**config.mk**
```make
export PLATFORM = sky130hd
export DESIGN_NAME = keypad_code_collector
export DESIGN_NICKNAME = d
export VERILOG_FILES = /design/src/rtl/keypad_code_collector_pkg.sv /design/src/rtl/entry_timeout_timer.sv /design/src/rtl/keypad_code_collector.sv
export SDC_FILE = /design/constraint.sdc
export NUM_CORES = 1
export LEC_CHECK = 0
export CORE_MARGIN = 2
export CORE_UTILIZATION = 52
export DETAILED_ROUTE_END_ITERATION = 10
export MAX_ROUTING_LAYER = met4
export PLACE_DENSITY = 0.88
export SLEW_MARGIN = 10
export SYNTH_ARGS = -nofsm -noshare
export SYNTH_HDL_FRONTEND = slang
export SYNTH_SLANG_ARGS = --single-unit
```
**constraint.sdc**
```tcl
create_clock -name clk -period 2.3 [get_ports clk]
set_input_delay 0.46 -clock clk [delete_from_list [all_inputs] [get_ports clk]]
set_output_delay 0.46 -clock clk [all_outputs]
set_load 0.02 [all_outputs]
```
**src/rtl/keypad_code_collector_pkg.sv**
```systemverilog
// rtl/keypad_code_collector_pkg.sv - shared keypad key map and code-width parameters
package keypad_code_collector_pkg;

    localparam logic [3:0] KEY_BACKSPACE = 4'hA;
    localparam logic [3:0] KEY_CLEAR     = 4'hB;
    localparam logic [3:0] KEY_ENTER     = 4'hC;
    localparam int         CODE_DIGITS   = 4;

    function automatic logic is_digit(input logic [3:0] key);
        return key <= 4'h9;
    endfunction

endpackage

```
**src/rtl/entry_timeout_timer.sv**
```systemverilog
// rtl/entry_timeout_timer.sv - inactivity counter that flags a stale partial entry
module entry_timeout_timer #(
    parameter int TIMEOUT_CYCLES = 1000
) (
    input  logic clk,
    input  logic rst_n,
    input  logic restart,
    input  logic enable,
    output logic expired
);

    localparam int              W    = $clog2(TIMEOUT_CYCLES);
    localparam logic [W-1:0]    LAST = W'(TIMEOUT_CYCLES - 1);

    logic [W-1:0] count;

    // A restart on the expiry cycle suppresses the strobe: the key wins.
    assign expired = enable && !restart && (count == LAST);

    always_ff @(posedge clk or negedge rst_n) begin
        if (!rst_n) begin
            count <= '0;
        end else if (restart || !enable || (count == LAST)) begin
            count <= '0;
        end else begin
            count <= count + W'(1);
        end
    end

endmodule

```
**src/rtl/keypad_code_collector.sv**
```systemverilog
// rtl/keypad_code_collector.sv - assembles keypad digits into a 4-digit code with enter/backspace/clear/timeout
module keypad_code_collector #(
    parameter int TIMEOUT_CYCLES = 1000
) (
    input  logic        clk,
    input  logic        rst_n,
    input  logic        key_valid,
    input  logic [3:0]  key_code,
    output logic [15:0] code_out,
    output logic        code_ready,
    output logic [2:0]  digit_count,
    output logic        entry_error,
    output logic        timeout
);

    import keypad_code_collector_pkg::*;

    typedef enum logic [1:0] {
        S_IDLE,
        S_COLLECT,
        S_FULL,
        S_EMIT
    } state_t;

    localparam logic [2:0] FULL_COUNT = 3'(CODE_DIGITS);

    function automatic state_t state_for(input logic [2:0] n);
        if (n == 3'd0)       return S_IDLE;
        if (n == FULL_COUNT) return S_FULL;
        return S_COLLECT;
    endfunction

    state_t      state, state_n;
    logic [15:0] code_n;
    logic [2:0]  count_n;
    logic        ready_n, error_n, timeout_n;
    logic        key_live, restart, enable, expired;

    // Keys 0xD-0xF and anything arriving during EMIT never touch the timer.
    assign key_live = key_valid && (key_code <= KEY_ENTER) && (state != S_EMIT);
    assign restart  = key_live;
    assign enable   = (state == S_COLLECT) || (state == S_FULL);

    entry_timeout_timer #(
        .TIMEOUT_CYCLES(TIMEOUT_CYCLES)
    ) u_timer (
        .clk    (clk),
        .rst_n  (rst_n),
        .restart(restart),
        .enable (enable),
        .expired(expired)
    );

    always_comb begin
        state_n   = state;
        code_n    = code_out;
        count_n   = digit_count;
        ready_n   = 1'b0;
        error_n   = 1'b0;
        timeout_n = 1'b0;

        if (state == S_EMIT) begin
            state_n = S_IDLE;
            code_n  = '0;
            count_n = '0;
        end else if (key_live) begin
            if (is_digit(key_code)) begin
                if (digit_count == FULL_COUNT) begin
                    error_n = 1'b1;
                end else begin
                    code_n  = {code_out[11:0], key_code};
                    count_n = digit_count + 3'd1;
                end
            end else if (key_code == KEY_BACKSPACE) begin
                if (digit_count != 3'd0) begin
                    code_n  = {4'h0, code_out[15:4]};
                    count_n = digit_count - 3'd1;
                end
            end else if (key_code == KEY_CLEAR) begin
                code_n  = '0;
                count_n = '0;
            end else begin
                if (digit_count == FULL_COUNT) begin
                    ready_n = 1'b1;
                end else begin
                    error_n = 1'b1;
                    code_n  = '0;
                    count_n = '0;
                end
            end
            state_n = ready_n ? S_EMIT : state_for(count_n);
        end else if (expired) begin
            state_n   = S_IDLE;
            code_n    = '0;
            count_n   = '0;
            timeout_n = 1'b1;
        end
    end

    always_ff @(posedge clk or negedge rst_n) begin
        if (!rst_n) begin
            state       <= S_IDLE;
            code_out    <= '0;
            digit_count <= '0;
            code_ready  <= 1'b0;
            entry_error <= 1'b0;
            timeout     <= 1'b0;
        end else begin
            state       <= state_n;
            code_out    <= code_n;
            digit_count <= count_n;
            code_ready  <= ready_n;
            entry_error <= error_n;
            timeout     <= timeout_n;
        end
    end

endmodule

```
Yosys cells after proc, flatten, opt, wreduce, memory -nomap -nowiden --
Index checks and enable logic that the tools add are counted.
Operators by class: divide/modulo/power cells 0, multiply operators 0, mux-type cells 53, eq/ne operators 12, reductions and logical operators 13, $add $sub $neg 3, order comparisons 2, bitwise gates (word level) 0, shift-type cells 0
Operators by type and width (count):
- $mux W16 | 9
- $mux W3 | 11
- $mux W1 | 24
- $mux W2 | 8
- $add A10 B1 Y10 const B | 1
- $eq A10 B10 Y1 const B | 1
- $mux W10 | 1
- $ne A5 B5 Y1 const B | 2
- $eq A4 B4 Y1 const B | 2
- $le A4 B4 Y1 const B | 2
- $eq A3 B3 Y1 const B | 2
- $reduce_bool A3 Y1 | 2
- $eq A2 B2 Y1 const B | 2
- $logic_and A1 B1 Y1 | 4
- $ne A4 B4 Y1 const B | 1
- $reduce_and A4 Y1 | 1
- $add A3 B1 Y3 const B | 1
- $logic_not A3 Y1 | 1
- $logic_or A1 B1 Y1 | 3
- $sub A3 B1 Y3 const B | 1
- $eq A2 B1 Y1 const B | 1
- $logic_not A1 Y1 | 2
- $ne A2 B2 Y1 const B | 1
Storage, ports and cells: logic and storage cells 90, register bits 34, bits in writable memories 0, ROM bits 0, output and inout port bits 22, bits in latches 0, memories 0, input port bits 7

Depth between registers and ports, before layout --
Gate-level depths: netlist of the first run.
depth after elaboration 19, mapped depth 8, depth with buffers taken out 8

Modules after synthesis --
A second synthesis of the first run with hierarchy kept.
Unflattened totals: cell total of the unflattened synthesis 185, area, all modules 1980.6 um^2
Modules (own cells, without submodules):
- keypad_code_collector | sequential area each 600.6 um^2, times used 1, area each 1455.1 um^2, cells an instance 132
- entry_timeout_timer | sequential area each 250.2 um^2, times used 1, area each 525.5 um^2, cells an instance 53

Worst setup path after synthesis of the first run --
Ideal clock, no wire load.
kind flip-flop to flip-flop, start point register digit_count[0], end point register state[1], library setup time 0.126 ns, path slack 0.116 ns, data required time 2.174 ns, stages on the path, launching flop included 8, arrival time 2.058 ns, cells stage by stage dfrtp_1 > inv_1 > ha_1 > or4b_1 > a21oi_1 > a221oi_1 > o21a_1 > a221o_1
Between the ends: cells in the longest elaborated chain, start to end 17
Ends and longest elaborated chain:
- start, declared | line keypad_code_collector.sv:11 | output logic [2:0] digit_count,
- start signal, assigned | line keypad_code_collector.sv:111 | digit_count <= count_n;
- branches (longest 14 deep; another with $sub A3 B1 Y3)
- $mux W2 * | line keypad_code_collector.sv:91 | state_n = ready_n ? S_EMIT : state_for(count_n);
- $mux W2 * | line keypad_code_collector.sv:66 | end else if (key_live) begin
- $mux W2 * | line keypad_code_collector.sv:62 | if (state == S_EMIT) begin
- end signal, assigned | line keypad_code_collector.sv:109 | state <= state_n;
- end, declared | line keypad_code_collector.sv:33 | state_t state, state_n;
Mark *: on every way between the ends. The select of a mux whose other input is x is not followed. A chain may end at the register's enable or synchronous reset.

Final worst setup path of the first run --
Same ends and word-level chain as after synthesis.

==> results.tsv, run 1 <==
stage	metric	value	unit
placed_design	finalWeightedCongestion	0.811	
clocking	cts_setup_buffers	0	
sta	hold_ws	519	ps
min_path	whs_endpoint	u_timer.count[0]	
synth	syn_inst	163	
die	io_pins	29	
critical_path	reg2reg_to	state[1]	
die	start_util	55.5	%
drt	dr.first_iter.drc_count	61	
clocking	cts_resized	0	
critical_path	slowest_delay	530	ps
critical_path	critPathArrivalTime	2300	ps
synth	yosysMostFrequentCell	dfrtp_1	
sta	skew	10.7	ps
cells_and_area	diodes	0	
synth	async_flop_share	100	%
flow_run	maxCapViolCount	0	
pwr	p_comb_share	41.0	%
critical_path	path_class	flip-flop to flip-flop	
pwr	sequentialPowerShare	34.9	%
critical_path	worstPathCellList	inv_1 > ha_1 > or4b_1 > a21oi_1 > a221oi_1 > o21a_1 > a221o_1	
sta	finalSetupViolations	0	
global_routing	gr-usage-all-layers	25.5	%
synth	syn_nets	176	
global_routing	grt_pass1_wl	6.78	mm
drt	wl	4.09	mm
drt	vias_per_cell	5.65	
synth	synthesis.area	1720	um^2
placed_design	post-place-cells	245	
cells_and_area	fin_util	73.2	%
drt	met1Wirelength	1.82	mm
clocking	clkTransAtPathRegs	110	ps
synth	synth_seq_area_share	49.4	%
sta	period_needed	2070	ps
critical_path	slowest_stage	or4b_1	
drt	route.met3.wl	194	um
status	status	complete, no violations	
clocking	htreeDepth	2	
clocking	root_buffer	clkbuf_4	
critical_path	crit_family	compound AO/OA/AOI/OAI gates	
die	rows	20	
sta	fmax	483	MHz
drt	drt_first_pass_iters	4	
synth	synth-seq-cells	34	
drt	vias	1430	
min_path	hp-class	flip-flop to flip-flop	
synth	synth-edff-count	0	
drt	dr_wl_met2	2.02	mm
die	die-area	3790	um^2
clocking	clock_latency	340	ps
synth	synth_top_cell_by_area	dfrtp_1	
placed_design	dpl-instance-area	2160	um^2
sta	tightestPinTransition	536	ps
die	core-area	3100	um^2
sta	final_hold_viol_count	0	
min_path	hold_path_depth	1	
pwr	p_int	1.54	mW
clocking	cts_buffer_depth	2	
drt	drc	0	
sta	maxSlewViolCount	0	
critical_path	endpoint_kind	flip-flop	
drt	routedWlPerCell	16.2	um
clocking	tritoncts	yes	
clocking	hold_buffers	0	
pwr	p_sw	843	uW
global_routing	grt_overflow_total	0	
critical_path	rrSetupSlack	230	ps
pwr	swShare	35.3	%
pwr	vdd_drop_max	0.732	mV
synth	synth_flop_cell	dfrtp_1	
min_path	worstHoldStart	u_timer.count[0]	
clocking	clkSinkCount	34	
die	die_w	61.6	um
sta	max_slew_margin	64.0	%
synth	syn_avg_cell_area	10.6	um^2
synth	synthDistinctLibCells	39	
cells_and_area	design_area	2270	um^2
global_routing	grt_pass1_vias	1439	
drt	drtAntennaViolNets	0	
pwr	p_per_area	1050	nW/um^2
clocking	cts_buffers	5	
synth	netlist_top_cells_count	34 x dfrtp_1, 15 x nor2_1, 12 x nand2_1, 12 x o2bb2ai_1, 9 x a22oi_1	
critical_path	crit_path_start_kind	flip-flop	
sta	rsz0062_at_grt	false	
die	die_h	61.6	um
pwr	power	2.39	mW
critical_path	r2r_cells	7	
placed_design	numPortBuffers	28	
drt	top_layer_used	met4	
synth	synthTopCellsByArea	dfrtp_1 49%, o2bb2ai_1 6.1%, ha_1 4.4%	
critical_path	cp.required	2530	ps
cells_and_area	nets	221	
pwr	power.share.clock	24.2	%
placed_design	dp_hpwl	2.90	mm
synth	yosys_warnings	0	
global_routing	antenna_found_initial	0	
global_routing	grt_max_degree	35	
cells_and_area	syn_to_final_growth	31.9	%
cells_and_area	layout-drive-gt1-share	14.8	%
critical_path	critPathMaxFanout	4	
critical_path	reg2reg_from	digit_count[0]	
cells_and_area	fin_cells	253	
pwr	power.leakage	0.992	nW
sta	min_period_over_period	90.1	%
synth	synth_top_area_share	49.4	%
critical_path	critPathBufInv	1	
through the flow:
| stage | setup TNS, ps | worst slack (ps) |
|---|---|---|
| 2_1_floorplan | 0 | 116 |
| 3_3_place_gp | 0 | 42.4 |
| 3_5_place_dp | -17.0 | -17.0 |
| 4_1_cts | 0 | 239 |
| 5_1_grt | 0 | 134 |
| 6_report | 0 | 228 |
cell type report:
cell class | count | area [um^2]
repair buffers | 46 | 428
inverters | 5 | 18.8
clock inverters | 2 | 60.1
multi-input cells | 116 | 808
flip-flops and latches | 34 | 851
clock buffers | 6 | 51.3
well taps | 44 | 55.1
fillers | 218 | 831
worst max path at each step:
stage | from | endpoint | cells after the start
finish | digit_count[0] | state[1] | 7
CTS | digit_count[0] | state[1] | 7
global placement | key_code[2] | state[1] | 6
floorplan | digit_count[0] | state[1] | 7
global route | digit_count[0] | state[1] | 7
detailed placement | key_code[2] | state[1] | 6
cells in the final DEF, fill, tap and decap left out, types with 2 or more instances in the layout:
| cell type | Yosys | routed |
|---|---|---|
| bufinv_16 | 0 | 2 |
| nand2_1 | 12 | 12 |
| a21oi_1 | 5 | 5 |
| xor2_1 | 3 | 3 |
| xnor2_1 | 6 | 6 |
| nor3_1 | 2 | 2 |
| nand3b_1 | 4 | 4 |
| clkbuf_4 | 0 | 5 |
| dfrtp_1 | 34 | 34 |
| mux2i_1 | 2 | 2 |
| o2bb2ai_1 | 12 | 12 |
| clkdlybuf4s50_1 | 0 | 28 |
| o21ai_0 | 4 | 4 |
| and3_1 | 4 | 4 |
| a221oi_1 | 2 | 2 |
| a22oi_1 | 9 | 9 |
| a21o_1 | 2 | 2 |
| inv_1 | 5 | 5 |
| nand3_1 | 4 | 4 |
| buf_4 | 1 | 17 |
| nor2_1 | 15 | 15 |
| o21a_1 | 2 | 2 |
| a22o_1 | 4 | 4 |
| ha_1 | 6 | 6 |
| nor2b_1 | 3 | 3 |
| o31ai_1 | 2 | 2 |
worst reg2reg max path: cells and delay by family, from the launching register on:
| family | cells | cell delay, ps |
|---|---|---|
| flip-flops | 1 | 360 |
| AND/OR/NAND/NOR | 1 | 530 |
| adder cells (fa/ha/maj) | 1 | 330 |
| AO/OA/AOI/OAI | 4 | 680 |
| buffers and inverters | 1 | 70 |
power groups by stage:
stage          Combinational [mW]  Clock [mW]  Sequential [mW]
3_5_place_dp                0.971           0            0.840
6_report                    0.979       0.577            0.832
5_1_grt                      1.07       0.605            0.850
3_3_place_gp                0.948           0            0.830
2_1_floorplan               0.496           0            0.920
4_1_cts                     0.977       0.585            0.831
logic make-up after synthesis:
family | count (synthesis) | synth area share, %
flops | 34 | 49.4
compound gates | 48 | 21.3
simple gates | 50 | 14.8
mux | 3 | 1.82
buf+inv | 13 | 3.70
xor+xnor | 9 | 4.58
fa+ha+maj | 6 | 4.36
per-layer routing:
metal	global-route usage (%)	vias to the layer above
met5	-	-
met4	10.0	0
met3	4.62	7
met2	41.8	53
met1	31.1	684
li1	-	686
flip-flops by register name, indices dropped and copies added (netlist names):
signal         cells
code_out          16
state              2
entry_error        1
timeout            1
digit_count        3
code_ready         1
u_timer.count     10
(Power assumes the default switching activity.)
==> run 2, diff against run 1 <==
Settings changed: TNS_END_PERCENT set to 10.
==> results of run 2 <==
Final layout, timing and power as in run 1 (identical DEF).
==> RTL edit (config.mk and constraints of run 2) <==
`TIMEOUT_CYCLES` is set to 1000 in 2 places; all go to 4000.
--- a/src/rtl/entry_timeout_timer.sv
+++ b/src/rtl/entry_timeout_timer.sv
@@ -1,5 +1,5 @@
 // rtl/entry_timeout_timer.sv - inactivity counter that flags a stale partial entry
 module entry_timeout_timer #(
-    parameter int TIMEOUT_CYCLES = 1000
+    parameter int TIMEOUT_CYCLES = 4000
 ) (
     input  logic clk,
--- a/src/rtl/keypad_code_collector.sv
+++ b/src/rtl/keypad_code_collector.sv
@@ -1,5 +1,5 @@
 // rtl/keypad_code_collector.sv - assembles keypad digits into a 4-digit code with enter/backspace/clear/timeout
 module keypad_code_collector #(
-    parameter int TIMEOUT_CYCLES = 1000
+    parameter int TIMEOUT_CYCLES = 4000
 ) (
     input  logic        clk,
Formal check against the unedited RTL: same outputs for any inputs over 4 cycles, from zero or initial values and one cycle with rst_n low; that may be too few to reach the edited logic, so the function may still have changed.
==> RTL edit against run 2 <==
- routed wire length up 1.3%
- combinational power down 9.8%
- area after synthesis up 15%
- power down 10%
- sequential cell count up 2
- clock power down 22%
- first-iteration DRC count up 80%
- cell area up 10%
- worst setup slack worse by 47 ps
- register-to-register slack better by 30 ps
- final cell count up 12%
- critical endpoint is now code_out[0]
- largest cell class is now multi-input gates
==> RTL edit: results (changes against run 2) <==
cells_and_area:
  sh_seq_area: 0.359  # was 0.374
  final-clk-cell-share: 0.0359  # was 0.0490
  multi_input_area_share: 0.393  # was 0.356
  comb.multi_input.count: 135  # was 116
  drive_gt1_frac: 0.191  # was 0.148
  clock_buffers: 8  # was 6
worst_setup_path:
  critPathLaunch: "key_code[3]"  # was digit_count[0]
  reg2reg_to: "state[0]"  # was state[1]
  critPathTopFamily: "buffers and inverters"  # was compound AO/OA/AOI/OAI gates
  worst_path_max_delay_cell: "clkdlybuf4s50_1"  # was or4b_1
  critPathCapture: "code_out[0]"  # was state[1]
  path_max_fanout: 14  # was 4
grt:
  grt_usage: 0.221  # was 0.255
placement:
  post-dp-hpwl_um: 2990  # was 2900 um
  placed_cells: 276  # was 245
power_and_ir_drop:
  p_per_area_mw_per_mm2: 857  # was 1050 mW/mm2
  comb_cell_power_uw: 883  # was 979 uW
  powerClk_uw: 449  # was 577 uW
  swShare: 0.358  # was 0.353
logic_synthesis:
  ys_ff_latch: 36  # was 34
clock_network:
  worst_skew_pair.late_latency_ps: 290  # was 340 ps
  path_clk_slew_ps: 70  # was 110 ps
timing:
  tightest_slew_ps: 453  # was 536 ps
  max_freq_mhz: 472  # was 483 MHz
  fin_skew_ps: 3.37  # was 10.7 ps
run_status:
  status: "completed"  # unchanged
drt:
  vias_per_cell: 5.52  # was 5.65
-- RTL edit: cells by family (layout without fill, tap and decap cells) --
| group | count (synthesis) | in the layout | share of synthesized area |
|---|---|---|---|
| XOR/XNOR | 11 | 11 | 0.0487 |
| AO/OA/AOI/OAI | 32 | 32 | 0.120 |
| multiplexers | 18 | 18 | 0.108 |
| AND/OR/NAND/NOR | 68 | 68 | 0.184 |
| buffers and inverters | 19 | 65 | 0.0462 |
| adder cells (fa/ha/maj) | 6 | 6 | 0.0379 |
| flip-flops | 36 | 36 | 0.455 |
-- RTL edit: layer usage --
layer / vias to the layer above / global-route usage
met5: - / -
met4: 0 / 0.125
met3: 14 / 0.0394
met2: 39 / 0.326
met1: 755 / 0.287
li1: 759 / -
-- RTL edit: metrics by stage --
step                TNS [ps]   util  cell area (um2)
floorplan                  0      -             1980
global placement        -599  0.660             2420
detailed placement     -1220  0.660             2420
CTS                        0  0.685             2510
global route               0  0.685             2510
finish                     0  0.685             2510
